`src/rtl/rc4_pkg.sv`:
```
// Shared types and defaults for the RC4 keystream XOR stage.
//   state_e : control FSM states of rc4_xor_stage
//   byte_t  : 8-bit data byte
//   DEFAULT_* : default parameter values for the stage and its FIFO
package rc4_pkg;

    typedef logic [7:0] byte_t;

    typedef enum logic [1:0] {
        StIdle,
        StDrop,
        StRun,
        StDone
    } state_e;

    localparam int unsigned DEFAULT_DROP_N     = 0;
    localparam int unsigned DEFAULT_FIFO_DEPTH = 4;
    localparam int unsigned DEFAULT_LEN_W      = 16;

endpackage

```
`src/rtl/rc4_ks_fifo.sv`:
```
// Synchronous keystream FIFO, 8-bit entries, async active-high reset.
//   clk, rst       : clock, asynchronous reset
//   flush          : synchronous clear of all entries
//   wr_en, wr_data : push request (ignored when full)
//   rd_en, rd_data : pop request (ignored when empty); rd_data is the current head
//   count          : number of stored entries
//   full, empty    : occupancy flags
// A push into an empty FIFO is visible at the head only from the next cycle.
module rc4_ks_fifo
    import rc4_pkg::*;
#(
    parameter int unsigned DEPTH = DEFAULT_FIFO_DEPTH
) (
    input  logic                     clk,
    input  logic                     rst,
    input  logic                     flush,
    input  logic                     wr_en,
    input  byte_t                    wr_data,
    input  logic                     rd_en,
    output byte_t                    rd_data,
    output logic [$clog2(DEPTH):0]   count,
    output logic                     full,
    output logic                     empty
);

    localparam int unsigned AW = $clog2(DEPTH);
    localparam int unsigned CW = AW + 1;

    byte_t           mem [DEPTH];
    logic [AW-1:0]   wr_ptr_q;
    logic [AW-1:0]   rd_ptr_q;
    logic [CW-1:0]   count_q;
    logic            do_wr;
    logic            do_rd;

    assign full    = (count_q == CW'(DEPTH));
    assign empty   = (count_q == '0);
    assign count   = count_q;
    assign rd_data = mem[rd_ptr_q];
    assign do_wr   = wr_en && !full;
    assign do_rd   = rd_en && !empty;

    // Storage needs no reset: it is only read while count_q is nonzero.
    always_ff @(posedge clk) begin
        if (do_wr && !flush) begin
            mem[wr_ptr_q] <= wr_data;
        end
    end

    always_ff @(posedge clk or posedge rst) begin
        if (rst) begin
            wr_ptr_q <= '0;
            rd_ptr_q <= '0;
            count_q  <= '0;
        end else if (flush) begin
            wr_ptr_q <= '0;
            rd_ptr_q <= '0;
            count_q  <= '0;
        end else begin
            if (do_wr) begin
                wr_ptr_q <= wr_ptr_q + AW'(1);
            end
            if (do_rd) begin
                rd_ptr_q <= rd_ptr_q + AW'(1);
            end
            if (do_wr && !do_rd) begin
                count_q <= count_q + CW'(1);
            end else if (do_rd && !do_wr) begin
                count_q <= count_q - CW'(1);
            end
        end
    end

endmodule

```
`src/rtl/rc4_xor_stage.sv`:
```
// RC4 output stage: buffers keystream, optionally drops the first DROP_N bytes
// after each start, and XORs each remaining keystream byte with one data byte.
//   clk, rst                       : clock, asynchronous active-high reset
//   start, msg_len                 : begin a message of msg_len bytes (IDLE only)
//   ks_data, ks_valid, ks_ready    : keystream input handshake
//   din, din_valid, din_ready      : data input handshake
//   dout, dout_valid, dout_ready   : registered output handshake
//   dout_last                      : final byte of the message
//   busy                           : not idle
//   done                           : one-cycle pulse when the message completes
module rc4_xor_stage
    import rc4_pkg::*;
#(
    parameter int unsigned DROP_N     = DEFAULT_DROP_N,
    parameter int unsigned FIFO_DEPTH = DEFAULT_FIFO_DEPTH,
    parameter int unsigned LEN_W      = DEFAULT_LEN_W
) (
    input  logic             clk,
    input  logic             rst,
    input  logic             start,
    input  logic [LEN_W-1:0] msg_len,
    input  byte_t            ks_data,
    input  logic             ks_valid,
    output logic             ks_ready,
    input  byte_t            din,
    input  logic             din_valid,
    output logic             din_ready,
    output byte_t            dout,
    output logic             dout_valid,
    input  logic             dout_ready,
    output logic             dout_last,
    output logic             busy,
    output logic             done
);

    localparam int unsigned DROP_W = (DROP_N > 1) ? $clog2(DROP_N) : 1;
    localparam int unsigned DROP_LAST_I = (DROP_N > 0) ? DROP_N - 1 : 0;
    localparam logic [DROP_W-1:0] DROP_LAST = DROP_W'(DROP_LAST_I);

    state_e              state_q, state_d;
    logic [LEN_W-1:0]    len_q, len_d;
    logic [LEN_W-1:0]    byte_cnt_q, byte_cnt_d;
    logic [DROP_W-1:0]   drop_cnt_q, drop_cnt_d;
    byte_t               dout_q;
    logic                dout_valid_q;
    logic                dout_last_q;
    logic                done_q, done_d;

    logic                fifo_flush;
    logic                fifo_push;
    logic                fifo_pop;
    byte_t               fifo_head;
    logic [$clog2(FIFO_DEPTH):0] fifo_count;
    logic                fifo_full;
    logic                fifo_empty;
    logic                unused_fifo_count;

    logic                out_free;
    logic                load;
    logic                load_last;

    assign unused_fifo_count = ^fifo_count;

    // Output register can take a new byte if it is empty or drains this cycle.
    assign out_free = !dout_valid_q || dout_ready;

    rc4_ks_fifo #(
        .DEPTH (FIFO_DEPTH)
    ) u_fifo (
        .clk     (clk),
        .rst     (rst),
        .flush   (fifo_flush),
        .wr_en   (fifo_push),
        .wr_data (ks_data),
        .rd_en   (fifo_pop),
        .rd_data (fifo_head),
        .count   (fifo_count),
        .full    (fifo_full),
        .empty   (fifo_empty)
    );

    always_comb begin
        state_d    = state_q;
        len_d      = len_q;
        byte_cnt_d = byte_cnt_q;
        drop_cnt_d = drop_cnt_q;
        done_d     = 1'b0;
        ks_ready   = 1'b0;
        din_ready  = 1'b0;
        fifo_flush = 1'b0;
        fifo_push  = 1'b0;
        fifo_pop   = 1'b0;
        load       = 1'b0;
        load_last  = 1'b0;

        case (state_q)
            StIdle: begin
                if (start) begin
                    len_d      = msg_len;
                    byte_cnt_d = '0;
                    drop_cnt_d = '0;
                    fifo_flush = 1'b1;
                    if (DROP_N > 0) begin
                        state_d = StDrop;
                    end else if (msg_len != '0) begin
                        state_d = StRun;
                    end else begin
                        state_d = StDone;
                    end
                end
            end
            StDrop: begin
                // Dropped bytes never enter the FIFO.
                ks_ready = 1'b1;
                if (ks_valid) begin
                    drop_cnt_d = drop_cnt_q + DROP_W'(1);
                    if (drop_cnt_q == DROP_LAST) begin
                        state_d = (len_q == '0) ? StDone : StRun;
                    end
                end
            end
            StRun: begin
                // Readies depend only on registered state and dout_ready.
                ks_ready  = !fifo_full;
                fifo_push = ks_valid && !fifo_full;
                din_ready = !fifo_empty && out_free;
                if (din_valid && din_ready) begin
                    fifo_pop   = 1'b1;
                    load       = 1'b1;
                    load_last  = (byte_cnt_q == len_q - LEN_W'(1));
                    byte_cnt_d = byte_cnt_q + LEN_W'(1);
                    if (load_last) begin
                        state_d = StDone;
                    end
                end
            end
            StDone: begin
                if (out_free) begin
                    done_d  = 1'b1;
                    state_d = StIdle;
                end
            end
            default: begin
                state_d = StIdle;
            end
        endcase
    end

    always_ff @(posedge clk or posedge rst) begin
        if (rst) begin
            state_q    <= StIdle;
            len_q      <= '0;
            byte_cnt_q <= '0;
            drop_cnt_q <= '0;
            done_q     <= 1'b0;
        end else begin
            state_q    <= state_d;
            len_q      <= len_d;
            byte_cnt_q <= byte_cnt_d;
            drop_cnt_q <= drop_cnt_d;
            done_q     <= done_d;
        end
    end

    always_ff @(posedge clk or posedge rst) begin
        if (rst) begin
            dout_q       <= '0;
            dout_valid_q <= 1'b0;
            dout_last_q  <= 1'b0;
        end else if (load) begin
            dout_q       <= din ^ fifo_head;
            dout_valid_q <= 1'b1;
            dout_last_q  <= load_last;
        end else if (dout_ready) begin
            dout_valid_q <= 1'b0;
            dout_last_q  <= 1'b0;
        end
    end

    assign dout       = dout_q;
    assign dout_valid = dout_valid_q;
    assign dout_last  = dout_last_q;
    assign busy       = (state_q != StIdle);
    assign done       = done_q;

endmodule

```
`config.mk`:
```
export PLATFORM = sky130hd
export DESIGN_NAME = rc4_xor_stage
export DESIGN_NICKNAME = d
export VERILOG_FILES = /design/src/rtl/rc4_pkg.sv /design/src/rtl/rc4_ks_fifo.sv /design/src/rtl/rc4_xor_stage.sv
export SDC_FILE = /design/constraint.sdc
export NUM_CORES = 1
export LEC_CHECK = 0
export ABC_AREA = 0
export BUFFER_PORTS_ARGS = -buffer_cell sky130_fd_sc_hd__buf_2
export CAP_MARGIN = 20
export CORE_MARGIN = 4
export CORE_UTILIZATION = 56
export CTS_BUF_LIST = sky130_fd_sc_hd__clkbuf_8 sky130_fd_sc_hd__clkbuf_16
export CTS_CLUSTER_DIAMETER = 50
export DETAILED_ROUTE_END_ITERATION = 10
export MAX_ROUTING_LAYER = met4
export PLACE_DENSITY = 0.81
export SLEW_MARGIN = 20
export SYNTH_ARGS = -nofsm -noshare
export SYNTH_HDL_FRONTEND = slang
export SYNTH_SLANG_ARGS = --single-unit
export TNS_END_PERCENT = 20
```
`constraint.sdc`:
```
create_clock -name clk -period 6.2 [get_ports clk]
set_clock_uncertainty 0.2 [all_clocks]
set_input_delay 1.24 -clock clk [delete_from_list [all_inputs] [get_ports clk]]
set_output_delay 1.24 -clock clk [all_outputs]
set_load 0.01 [all_outputs]
```
; After elaboration in Yosys (flattened, before gate mapping)
; Memory sizes are Yosys's and may differ from the RTL's.
; Cells that the tools add are included.
[word_totals]
in_bits = 38
ram_bits = 32
word_cells = 99
memories = 1
register_bits = 53
[op_classes]
bitwise = 1
add_sub_neg = 7
n_reduce_logical = 30
eq_ne = 11
muxes = 38
[mem_list]
columns = name, words, width, read_ports, rd_ports_with_merged_regs, wr, line
row1 = u_fifo.mem, 4, 8, 1, 0, 1, rc4_ks_fifo.sv:29  ; byte_t mem [DEPTH];
[op_table]
columns = operator, n
row1 = 2-to-1 mux 16 bit, 2
row2 = one-hot mux 16 bit (2 select lines), 1
row3 = 2-to-1 mux 2 bit, 10
row4 = 2-to-1 mux 1 bit, 19
row5 = adder 16 x 1 -> 16 bit (second input constant), 1
row6 = equality test 16 bit, 1
row7 = zero test 16 bit, 1
row8 = nonzero test 16 bit, 1
row9 = subtractor 16 x 1 -> 16 bit (second input constant), 1
row10 = != test 2 bit (second input constant), 6
row11 = nonzero test 2 bit, 6
row12 = 2-to-1 mux 3 bit, 3
row13 = logical AND 1 bit, 8
row14 = one-hot mux 2 bit (4 select lines), 1
row15 = XOR 8 bit, 1
row16 = zero test 1 bit, 6
row17 = AND reduction 3 bit, 2
row18 = AND reduction 6 bit, 1
row19 = adder 2 x 1 -> 2 bit (second input constant), 2
row20 = equality test 2 bit (second input constant), 2
row21 = one-hot mux 1 bit (2 select lines), 2
row22 = adder 3 x 1 -> 3 bit (second input constant), 1
row23 = equality test 3 bit (second input constant), 1
row24 = zero test 3 bit, 1
row25 = 7 further kinds, 7

; Longest topological paths before layout
; Gate-level depths: netlist of run 1.
[logic_depth]
word_depth = 11
depth_mapped = 10

; Hierarchy
; A second synthesis of run 1 with hierarchy kept.
[hier_totals]
hier_cells = 387
area_unflattened_um2 = 4423.0
[modules_own_cells]
columns = module, n_inst, area_per_inst_um2, cells_each, seq_area_each_um2
row1 = rc4_xor_stage, 1, 2788.9, 297, 1151.1
row2 = rc4_ks_fifo, 1, 1634.1, 90, 1136.1

; Least setup slack after synthesis of run 1
; Ideal clock, no wire load.
[synth_path]
path_type = flip-flop to flip-flop
start = reg len_q[0]
end = reg state_q[0]
setup_ns = 0.125
arrival_ns = 2.768
path_buffers = 1
stages_incl_launch_ff = 11
setup_slack_ns = 3.107
path_cell_list = dfrtp_1 inv_1 ha_1 buf_2 or4b_4 nor2_1 xnor2_1 o211ai_1 or4_2 o21ai_4 mux2_4
[synth_via]
elab_chain_len = 5
word_cells_on_any_way = 9
classes_between = add/sub: 1 / eq/ne: 2 / mux: 4 / reduce/logical: 2
[synth_rtl]
columns = item, line
row1 = from (decl), rc4_xor_stage.sv:41  ; logic [LEN_W-1:0] len_q, len_d;
row2 = from (signal assigned), rc4_xor_stage.sv:158  ; len_q <= len_d;
row3 = branches (longest 5 deep; another with subtractor 16 x 1 -> 16 bit), --
row4 = to (signal assigned), rc4_xor_stage.sv:151  ; state_q <= StIdle;
row5 = to (signal assigned), rc4_xor_stage.sv:157  ; state_q <= state_d;
row6 = to (decl), rc4_xor_stage.sv:40  ; state_e state_q, state_d;
; Several ways; the timed one is not identified. The select of a mux whose other input is x is not followed.
; A chain may end at the register's enable or synchronous reset.

; Final worst setup path of run 1
; Ends and elaborated chain as after synthesis.

==> flow_summary.toml, run 1 <==
[clock_tree]
htreeDepth = 3
clk_pin_slew_ps = 90
hold_buffers = 0
root_buffer = "clkbuf_8"
clock_sinks = 85
post_cts_resized = 0
clockBufferDepth = 2
cts_tree = "yes"
clk_latency_ps = 360
post_cts_buffers = 0
numCtsBuffers = 9

[detailed_routing]
top_layer = "met4"
ant_nets = 0
detail_route.vias_per_cell = 5.637
drtIter0Drc = 240
met3_length_um = 512
num_vias = 3151
drt_wl_total_mm = 9.045
drc = 0
dr_wl_met2_mm = 4.287
first_pass_iters = 5
drt-met1-wl_mm = 4.114
wire_per_inst_um = 16.18

[setup_path]
cp.arrival_ps = 3660
cp.required_ps = 6250
setup.worst_path.start_class = "flip-flop"
worst-path-max-fanout = 8
cp-end-kind = "flip-flop"
critPathKind = "flip-flop to flip-flop"

[global_route]
track_usage_pct = 22.37
gr-total-overflow = 0
antenna_found_initial = 0
grt_max_degree = 54
grt_pass1_wl_mm = 15.22
grt_pass1_vias = 3061

[logic_synthesis]
synth_seq_cells = 85
syn_inst = 405
syn_nets = 455
synth_edf_count = 32
ys_warn_count = 0
yosysUniqueCellTypes = 57
syn_area_per_cell_sq_um = 10.84
ys_seq_area_share_pct = 52.08
async_flop_share_pct = 62.35
synth_top_flop_cell = "dfrtp_1"
syn_area_sq_um = 4392

[min_path]
holdCritPathClass = "flip-flop to flip-flop"

[placement]
place_hpwl_mm = 6.584
port_buffers = 51
gp_congestion = 0.8294

[power_and_ir_drop]
power.share.clock_pct = 18.4
p_switching_w = 0.0008603
ir_drop_uv = 329.1
power.density_nw_per_um2 = 446.3
sequentialPowerShare_pct = 42.9
p_comb_share_pct = 38.7
p_leak_nw = 2.132
sw_frac_of_total_pct = 39.17
p_int_w = 0.001336

[timing]
worstMarginPinSlew_ps = 918.6
max_freq_ghz = 0.2767
finalSetupViolations = 0
post-route-min-period_ps = 3614
fin_crit_sh_pct = 58.29
fin_setup_tns_ps = 0
finalHoldViolations = 0
timing.slew.headroom_pct = 38.54
slew_viol_final = 0
whs_ps = 278.9
rsz0062_at_grt = "false"

[die]
rows = 32
start_util_pct = 57.13
pin_count = 52
dieArea_sq_um = 9323
fp.dieH_um = 96.56
die_x_um = 96.56
core_sq_um = 7687

[layout]
syn_to_final_growth_pct = 12.05
final_nets = 502
fillers = 618
n_antenna_cell = 0
drive_gt1_share_pct = 20.13
mostFrequentLayoutCells = "nand2_1, dfrtp_1, buf_2, edfxtp_1, nor2_1"
final_common_cell = "nand2_1"

[status]
outcome = "completed"

[flow_run]
drv_cap = 0
[synth_stat cells, types with 3 or more instances]
cell type	number	area share [%]
a211oi_1	3	0.51
nand2_1	65	5.6
xor2_1	17	3.4
nand3b_1	3	0.51
edfxtp_1	32	22
nand2b_1	4	0.57
and2_1	4	0.57
ha_1	11	3.1
dfrtp_1	53	30
nor2_1	31	2.6
nor4b_1	3	0.60
clkbuf_1	12	1.0
nand3_1	18	2.1
and4_1	3	0.60
nor4_1	4	0.57
or3_1	4	0.57
nor3_1	7	0.80
mux4_2	8	4.1
a21oi_1	4	0.46
o21ai_0	19	2.2
xnor2_1	28	5.6
and3_1	10	1.4
a31oi_1	3	0.43
inv_1	16	1.4
nand4_1	4	0.57
buf_2	3	0.34
[path summary, 6_finish.rpt]
kind                          start  slack (ps)    endpoint  cells after the start
max in group asynchronous       rst        4500        done                      3
setup / recovery           len_q[0]        2590  state_q[0]                      9
hold reg to reg             dout[7]         280     dout[7]                      2
min in group asynchronous       rst         840     dout[6]                      3
hold / removal              dout[7]         280     dout[7]                      2
setup reg to reg           len_q[0]        2590  state_q[0]                      9
[cell families (layout without fill, tap and decap cells)]
| group | count (synthesis) | count (layout) | share of synthesized area (%) |
|---|---|---|---|
| AOI/OAI and AO/OA | 43 | 43 | 6.468 |
| xor gates and xnor gates | 45 | 45 | 8.974 |
| muxes | 13 | 13 | 5.413 |
| buffers and inverters | 33 | 85 | 3.162 |
| adders and majority gates | 12 | 12 | 3.590 |
| DFF | 85 | 85 | 52.08 |
| and+or+nand+nor | 174 | 174 | 20.31 |
[through the flow]
step | setup slack, ps | cell area (sq um) | power (W) | util [%] | std cells
after floorplan | 3107 | 4392 | 0.001580 | - | 405
after global placement | 2152 | 4703 | 0.001751 | 61.18 | 542
after detailed placement | 2006 | 4703 | 0.001797 | 61.18 | 542
after CTS | 2390 | 4910 | 0.002203 | 63.87 | 558
after global routing | 2376 | 4921 | 0.002367 | 64.01 | 559
final | 2586 | 4921 | 0.002196 | 64.01 | 559
[power groups by stage]
stage	clock network (W)	registers, W	logic [W]
after floorplan	0	0.000866	0.000715
after global placement	0	0.000939	0.000813
after detailed placement	0	0.000951	0.000846
after CTS	0.000411	0.000940	0.000851
after global routing	0.000438	0.000970	0.000959
final	0.000404	0.000942	0.000851
[sequential cells by signal, summed over array words and instances, names as in the netlist]
register	flops
drop_cnt_q	1
dout	8
len_q	16
dout_last	1
dout_valid	1
u_fifo.mem	32
u_fifo.count	3
done	1
state_q	2
byte_cnt_q	16
u_fifo.rd_ptr_q	2
u_fifo.wr_ptr_q	2
[critical path, stage by stage, from the launching register on]
cell     delay, ps
dfrtp_1        460
inv_1          110
ha_1           320
nor4b_1        590
and4_1         390
xnor2_1        130
o21ai_0        120
or4_2          640
o21ai_4        210
mux2_4         310
[metal layers]
layer  global-route usage, %  vias up
met3                   5.190       14
met5                       -        -
met2                   33.74       88
met4                   6.776        0
met1                   30.51     1540
li1                        -     1509
[layout make-up]
cell class / instances / area, sq um / area share [%]
sequential: 85 / 2287 / 46.48
multi-input combinational: 287 / 1966 / 39.94
timing repair buffer: 53 / 274.0 / 5.568
tap: 102 / 127.6 / 2.593
clock buffer: 9 / 123.9 / 2.517
clock inverter: 7 / 82.58 / 1.678
inverter: 16 / 60.06 / 1.220
Note: power is estimated with default switching activity, not from simulation.
==> run 2, diff against run 1 <==
CORE_UTILIZATION = 53   (was 56)
PLACE_DENSITY = 0.8   (was 0.81)
clock period = 3.1 ns   (was 6.2 ns; I/O delays follow)
==> run 2 against run 1 <==
Setup slack worse by 2500 ps. Count of clock-buffer cells in the layout unchanged. Register-to-register slack lost 2500 ps. First-iteration DRC count down 9.6%. Clock power grew 80%. Global-route usage down 1.5 points. Via count up 1.8%. Final area is 1.6% higher. Critical path depth stayed put. Sequential share of layout area fell by 0.74 points. Utilization fell by 0.61 points. Critical endpoint unchanged. Highest routed layer unchanged.
==> flow_summary.toml, run 2 (synthesis gave the netlist of run 1 again) <==
[clock_tree]
root_buffer = "clkbuf_8"
clk_pin_slew_ps = 90
clockBufferDepth = 2
cts_tree = "yes"
clock_sinks = 85
clk_latency_ps = 360
numCtsBuffers = 9
htreeDepth = 3

[setup_path]
setup.worst_path.start_class = "flip-flop"
slowest_delay_ps = 540
cp_cell_sequence = "inv_1 > ha_1 > or4b_4 > nor3_2 > a2bb2oi_1 > o311a_1 > or4_4 > o21ai_4 > mux2_4"
path_buf_inv = 1
rr_startpoint = "len_q[0]"
critPathSlowestCell = "or4_4"
cp.required_ps = 3140
cp.arrival_ps = 3010
critPathKind = "flip-flop to flip-flop"
r2r_setup_slack_ps = 130
cp-end-kind = "flip-flop"
path_delay_family = "simple AND/OR/NAND/NOR gates"
r2r_cells = 9
rr_endpoint = "state_q[0]"
worst-path-max-fanout = 3

[power_and_ir_drop]
p_leak_nw = 2.178
ir_drop_uv = 488.3
p_total_w = 0.004424
power.density_nw_per_um2 = 884.7

[layout]
final_common_cell = "nand2_1"
largestRegisters = "u_fifo.mem (32), byte_cnt_q (16), len_q (16)"
final_nets = 514
drive_gt1_share_pct = 21.96
mostFrequentLayoutCells = "nand2_1, dfrtp_1, buf_2, edfxtp_1, nor2_1"
largest_register_ffs = 32
fin_util_pct = 63.40
n_antenna_cell = 0
top_register = "u_fifo.mem"
layout.cells.non_filler = 571
syn_to_final_growth_pct = 13.87

[detailed_routing]
first_pass_iters = 4
drtIter0Drc = 217
num_vias = 3209
wire_per_inst_um = 16.50
detail_route.vias_per_cell = 5.620
ant_nets = 0
drt_wl_total_mm = 9.422
drc = 0

[placement]
gp_congestion = 0.9060
place_hpwl_mm = 6.957
dp_cells = 554
port_buffers = 51

[flow_run]
drv_cap = 0

[global_route]
grt_max_degree = 47
gr-total-overflow = 0
track_usage_pct = 20.86
grt_pass1_wl_mm = 15.60
grt_pass1_vias = 3168
antenna_found_initial = 0

[die]
rows = 32
start_util_pct = 55.68
pin_count = 52
fp.dieH_um = 99.03
core_sq_um = 7888
die_x_um = 99.03
dieArea_sq_um = 9807

[min_path]
hold_depth = 3
hold_start = "msg_len[11]"
holdCritPathClass = "primary input to flip-flop"
hold_path_end = "len_q[11]"

[timing]
slew_viol_final = 0
max_freq_ghz = 0.3370
worstMarginPinSlew_ps = 907.2
finalSetupViolations = 0
rsz0062_at_grt = "false"
finalHoldViolations = 0
post-route-min-period_ps = 2968
fin_setup_tns_ps = 0
timing.slew.headroom_pct = 39.52
fin_crit_sh_pct = 95.73
whs_ps = 261.4

[status]
outcome = "completed"
## run 2: final cells by class
type | count | area (sq um)
well taps | 102 | 127.6
repair buffers | 65 | 362.8
multi-input cells | 287 | 1983
clock inverters | 7 | 56.30
clock buffers | 9 | 123.9
flip-flops and latches | 85 | 2287
fillers | 604 | 2887
inverters | 16 | 60.06
## run 2: worst max path at each step
stage / endpoint / startpoint / cells past startpoint / slack [ps]
finish: state_q[0] / len_q[0] / 9 / 130
global route: state_q[0] / len_q[0] / 9 / 30
CTS: state_q[0] / len_q[0] / 9 / 20
detailed placement: state_q[0] / len_q[0] / 9 / -90
global placement: state_q[0] / len_q[0] / 9 / 10
floorplan: state_q[0] / len_q[0] / 10 / 7
## run 2: timing repair
action	4_1_cts	5_1_grt
gates resized for setup	1	2
hold buffers	1	0
pin swaps	0	1
hold endpoints to repair	7	0
setup buffers	0	0
endpoints found under the setup margin	1	2
## run 2: where the power goes
part           switching, W  internal, W
clock              0.000426     0.000301
sequential         0.000333      0.00148
combinational       0.00100     0.000881
## run 2: tightest hold or removal path, cell delays in order
cell and delay [ps]:
buf_2 90, nand2_1 40, nand2_1 40
## run 2: metrics by stage
stage / worst slack, ps / instance area (sq um)
3_5_place_dp: -90.15 / 4793
2_1_floorplan: 7.296 / 4392
3_3_place_gp: 9.751 / 4793
4_1_cts: 19.78 / 4990
5_1_grt: 32.49 / 5001
6_report: 132.3 / 5001
## run 2: layer usage
metal  vias up  GRT usage [%]  share of wire [%]
met5         -              -                  0
met4         0          8.193                1.6
met3        14          2.689                5.9
met2        89          31.71                 48
met1      1573          28.62                 44
li1       1533              -                  -
==> run 3, diff against run 2 <==
CTS_CLUSTER_SIZE = 25   (was default)
SYNTH_HIERARCHICAL = 1   (was default)
==> run 3 against run 2 <==
Synthesized cell count is 4.4% lower. First-iteration DRC count is 26% higher. Routed wire length is 0.85% lower. Power is 1.5% lower. Utilization is 1.8 points lower. Die area is 0.65% higher. Hold slack worse by 9.6 ps. Maximum frequency is 0.12% lower. Combinational power is 7% lower. Register-to-register slack hardly changed. Synthesized area is 0.71% higher. Largest cell class unchanged. Largest power group is now sequential cells.
==> flow_summary.toml, run 3 <==
[logic_synthesis]
synth_fa_ha_area_share_pct = 4.130
synthXorXnorAreaFrac_pct = 7.921
synth_top_family_by_area = "simple AND/OR/NAND/NOR gates"
synth_top_flop_cell = "dfrtp_1"
synth_top_area_share_pct = 29.99
async_flop_share_pct = 62.35
syn_inst = 387
yosysUniqueCellTypes = 61
synth-compound-area-share_pct = 8.487
muxShareOfSynthArea_pct = 8.175
synth_edf_count = 32
synth-simple-area-share_pct = 16.07
syn_area_per_cell_sq_um = 11.43
synth_seq_cells = 85
synth_largest_area_cell = "dfrtp_1"
ys_warn_count = 6
synthTopCellsByArea = "dfrtp_1, edfxtp_1, xnor2_1"
synth_common_cells = "dfrtp_1, edfxtp_1, nand2_1"
yosysMostFrequentCell = "dfrtp_1"
syn_area_sq_um = 4423
syn_nets = 439
ys_seq_area_share_pct = 51.71

[global_route]
gr-total-overflow = 0
antenna_found_initial = 0
grt_pass1_wl_mm = 15.00
grt_pass1_vias = 3142
track_usage_pct = 20.19
grt_max_degree = 32

[timing]
slew_viol_final = 0
worstMarginPinSlew_ps = 679.9
fin_crit_sh_pct = 95.85
max_freq_ghz = 0.3365
finalHoldViolations = 0
post-route-min-period_ps = 2971
finalSetupViolations = 0
fin_setup_tns_ps = 0
timing.slew.headroom_pct = 54.50
whs_ps = 251.8

[setup_path]
cp.required_ps = 3160
critPathSlowestCell = "or4b_4"
cp-end-kind = "flip-flop"
r2r_cells = 10
slowest_delay_ps = 500
path_buf_inv = 1
cp.arrival_ps = 3030
setup.worst_path.start_class = "flip-flop"
worstSetupStartpoint = "len_q[0]"
rr_endpoint = "state_q[0]"
worst-path-max-fanout = 7
path_delay_family = "simple AND/OR/NAND/NOR gates"
critPathKind = "flip-flop to flip-flop"
rr_startpoint = "len_q[0]"
cp_cell_sequence = "inv_1 > ha_2 > or4b_4 > nor2_4 > nand3_1 > xnor2_1 > nor4_2 > nand4_1 > a21o_2 > mux2_4"
r2r_setup_slack_ps = 130

[min_path]
hold_path_end = "u_fifo/mem[0][6]"
holdCritPathClass = "primary input to flip-flop"
hold_start = "ks_data[6]"
hold_depth = 1

[clock_tree]
clockBufferDepth = 2
cts_tree = "yes"
root_buffer = "clkbuf_8"
clock_sinks = 85
numCtsBuffers = 9
clk_pin_slew_ps = 100
htreeDepth = 3
clk_latency_ps = 370

[detailed_routing]
detail_route.vias_per_cell = 5.674
wire_per_inst_um = 16.71
first_pass_iters = 5
num_vias = 3172
drc = 0
drt_wl_total_mm = 9.342
ant_nets = 0
drtIter0Drc = 274

[die]
start_util_pct = 54.10
core_sq_um = 8175
dieArea_sq_um = 9870
pin_count = 52
rows = 33
die_x_um = 99.35
fp.dieH_um = 99.35

[layout]
top_register = "u_fifo/mem"
n_antenna_cell = 0
mostFrequentLayoutCells = "dfrtp_1, buf_2, nand2_1, edfxtp_1, o21ai_0"
final_common_cell = "dfrtp_1"
largestRegisters = "u_fifo/mem (32), byte_cnt_q (16), len_q (16)"
fillers = 652
final_nets = 501
largest_register_ffs = 32
syn_to_final_growth_pct = 13.80
drive_gt1_share_pct = 25.99

[placement]
port_buffers = 51
gp_congestion = 0.9680
place_hpwl_mm = 6.912

[status]
outcome = "completed"

[power_and_ir_drop]
p_leak_nw = 2.094
power.density_nw_per_um2 = 865.7
ir_drop_uv = 495.9

[flow_run]
drv_cap = 0
==> run 3: changes by cell type after synthesis, sizes merged, moves of 4 or more <==
cell	before	now
nand2	65	32
o21ai	20	32
mux2	3	14
and3	10	2
nor2	31	24
xnor2	28	21
a21oi	4	10
clkbuf	12	6
nor3b	1	7
inv	16	21
or3	5	9
==> run 3: worst max path at each step <==
stage	end	depth (start not counted)	slack, ps
6_report	state_q[0]	10	130
5_1_grt	state_q[0]	10	-3
4_1_cts	state_q[0]	10	170
2_1_floorplan	u_fifo/count[2]	12	60
3_5_place_dp	state_q[0]	8	130
3_3_place_gp	state_q[0]	8	180
==> run 3: repair_timing <==
action                                  4_1_cts  5_1_grt
buffers inserted                              0        0
endpoints found under the hold margin         7        0
endpoints found under the setup margin        0        1
hold buffers                                  1        0
resized for setup                             0        2
==> run 3: per-stage QoR <==
stage / total power [W] / area [sq um] / setup WS (ps) / utilization (%) / instances
5_1_grt: 0.004647 / 5034 / -2.669 / 61.57 / 559
2_1_floorplan: 0.003091 / 4424 / 55.23 / - / 387
6_report: 0.004358 / 5034 / 128.6 / 61.57 / 559
3_5_place_dp: 0.003575 / 4816 / 131.3 / 58.91 / 542
3_3_place_gp: 0.003498 / 4816 / 183.7 / 58.91 / 542
4_1_cts: 0.004356 / 5025 / 173.4 / 61.46 / 559
==> run 3: logic make-up (layout without fill, tap and decap cells) <==
logic type	after synthesis	count (layout)
adders and majority gates	14	14
AOI/OAI and AO/OA	63	63
DFF	85	85
muxes	24	24
buffers and inverters	33	100
and+or+nand+nor	128	128
xor gates and xnor gates	40	40
==> run 3: per-layer routing <==
metal,track usage [%],up-vias,share of wire [%]
met1,24.70,1546,42
met4,8.298,0,2.6
met5,-,-,0
met2,33.21,93,50
li1,-,1510,-
met3,3.647,23,4.8
==> run 3: area by class of cell <==
| type | count | area, sq um | area share, % |
|---|---|---|---|
| Sequential cell | 85 | 2287 | 45.44 |
| Timing Repair Buffer | 63 | 347.8 | 6.910 |
| Multi-Input combinational cell | 269 | 1989 | 39.52 |
| Clock buffer | 9 | 123.9 | 2.461 |
| Inverter | 21 | 78.83 | 1.566 |
| Clock inverter | 7 | 75.07 | 1.491 |
| Tap cell | 105 | 131.4 | 2.610 |
==> run 3: worst register-to-register path, stage by stage (launching register included) <==
cell	delay (ps)
dfrtp_1	430
inv_1	100
ha_2	230
or4b_4	500
nor2_4	180
nand3_1	130
xnor2_1	180
nor4_2	200
nand4_1	170
a21o_2	260
mux2_4	290
==> run 3: power breakdown <==
part	switching, W	internal (W)
registers	0.000354	0.00147
clock network	0.000466	0.000317
logic	0.000914	0.000841
total	0.00173	0.00262
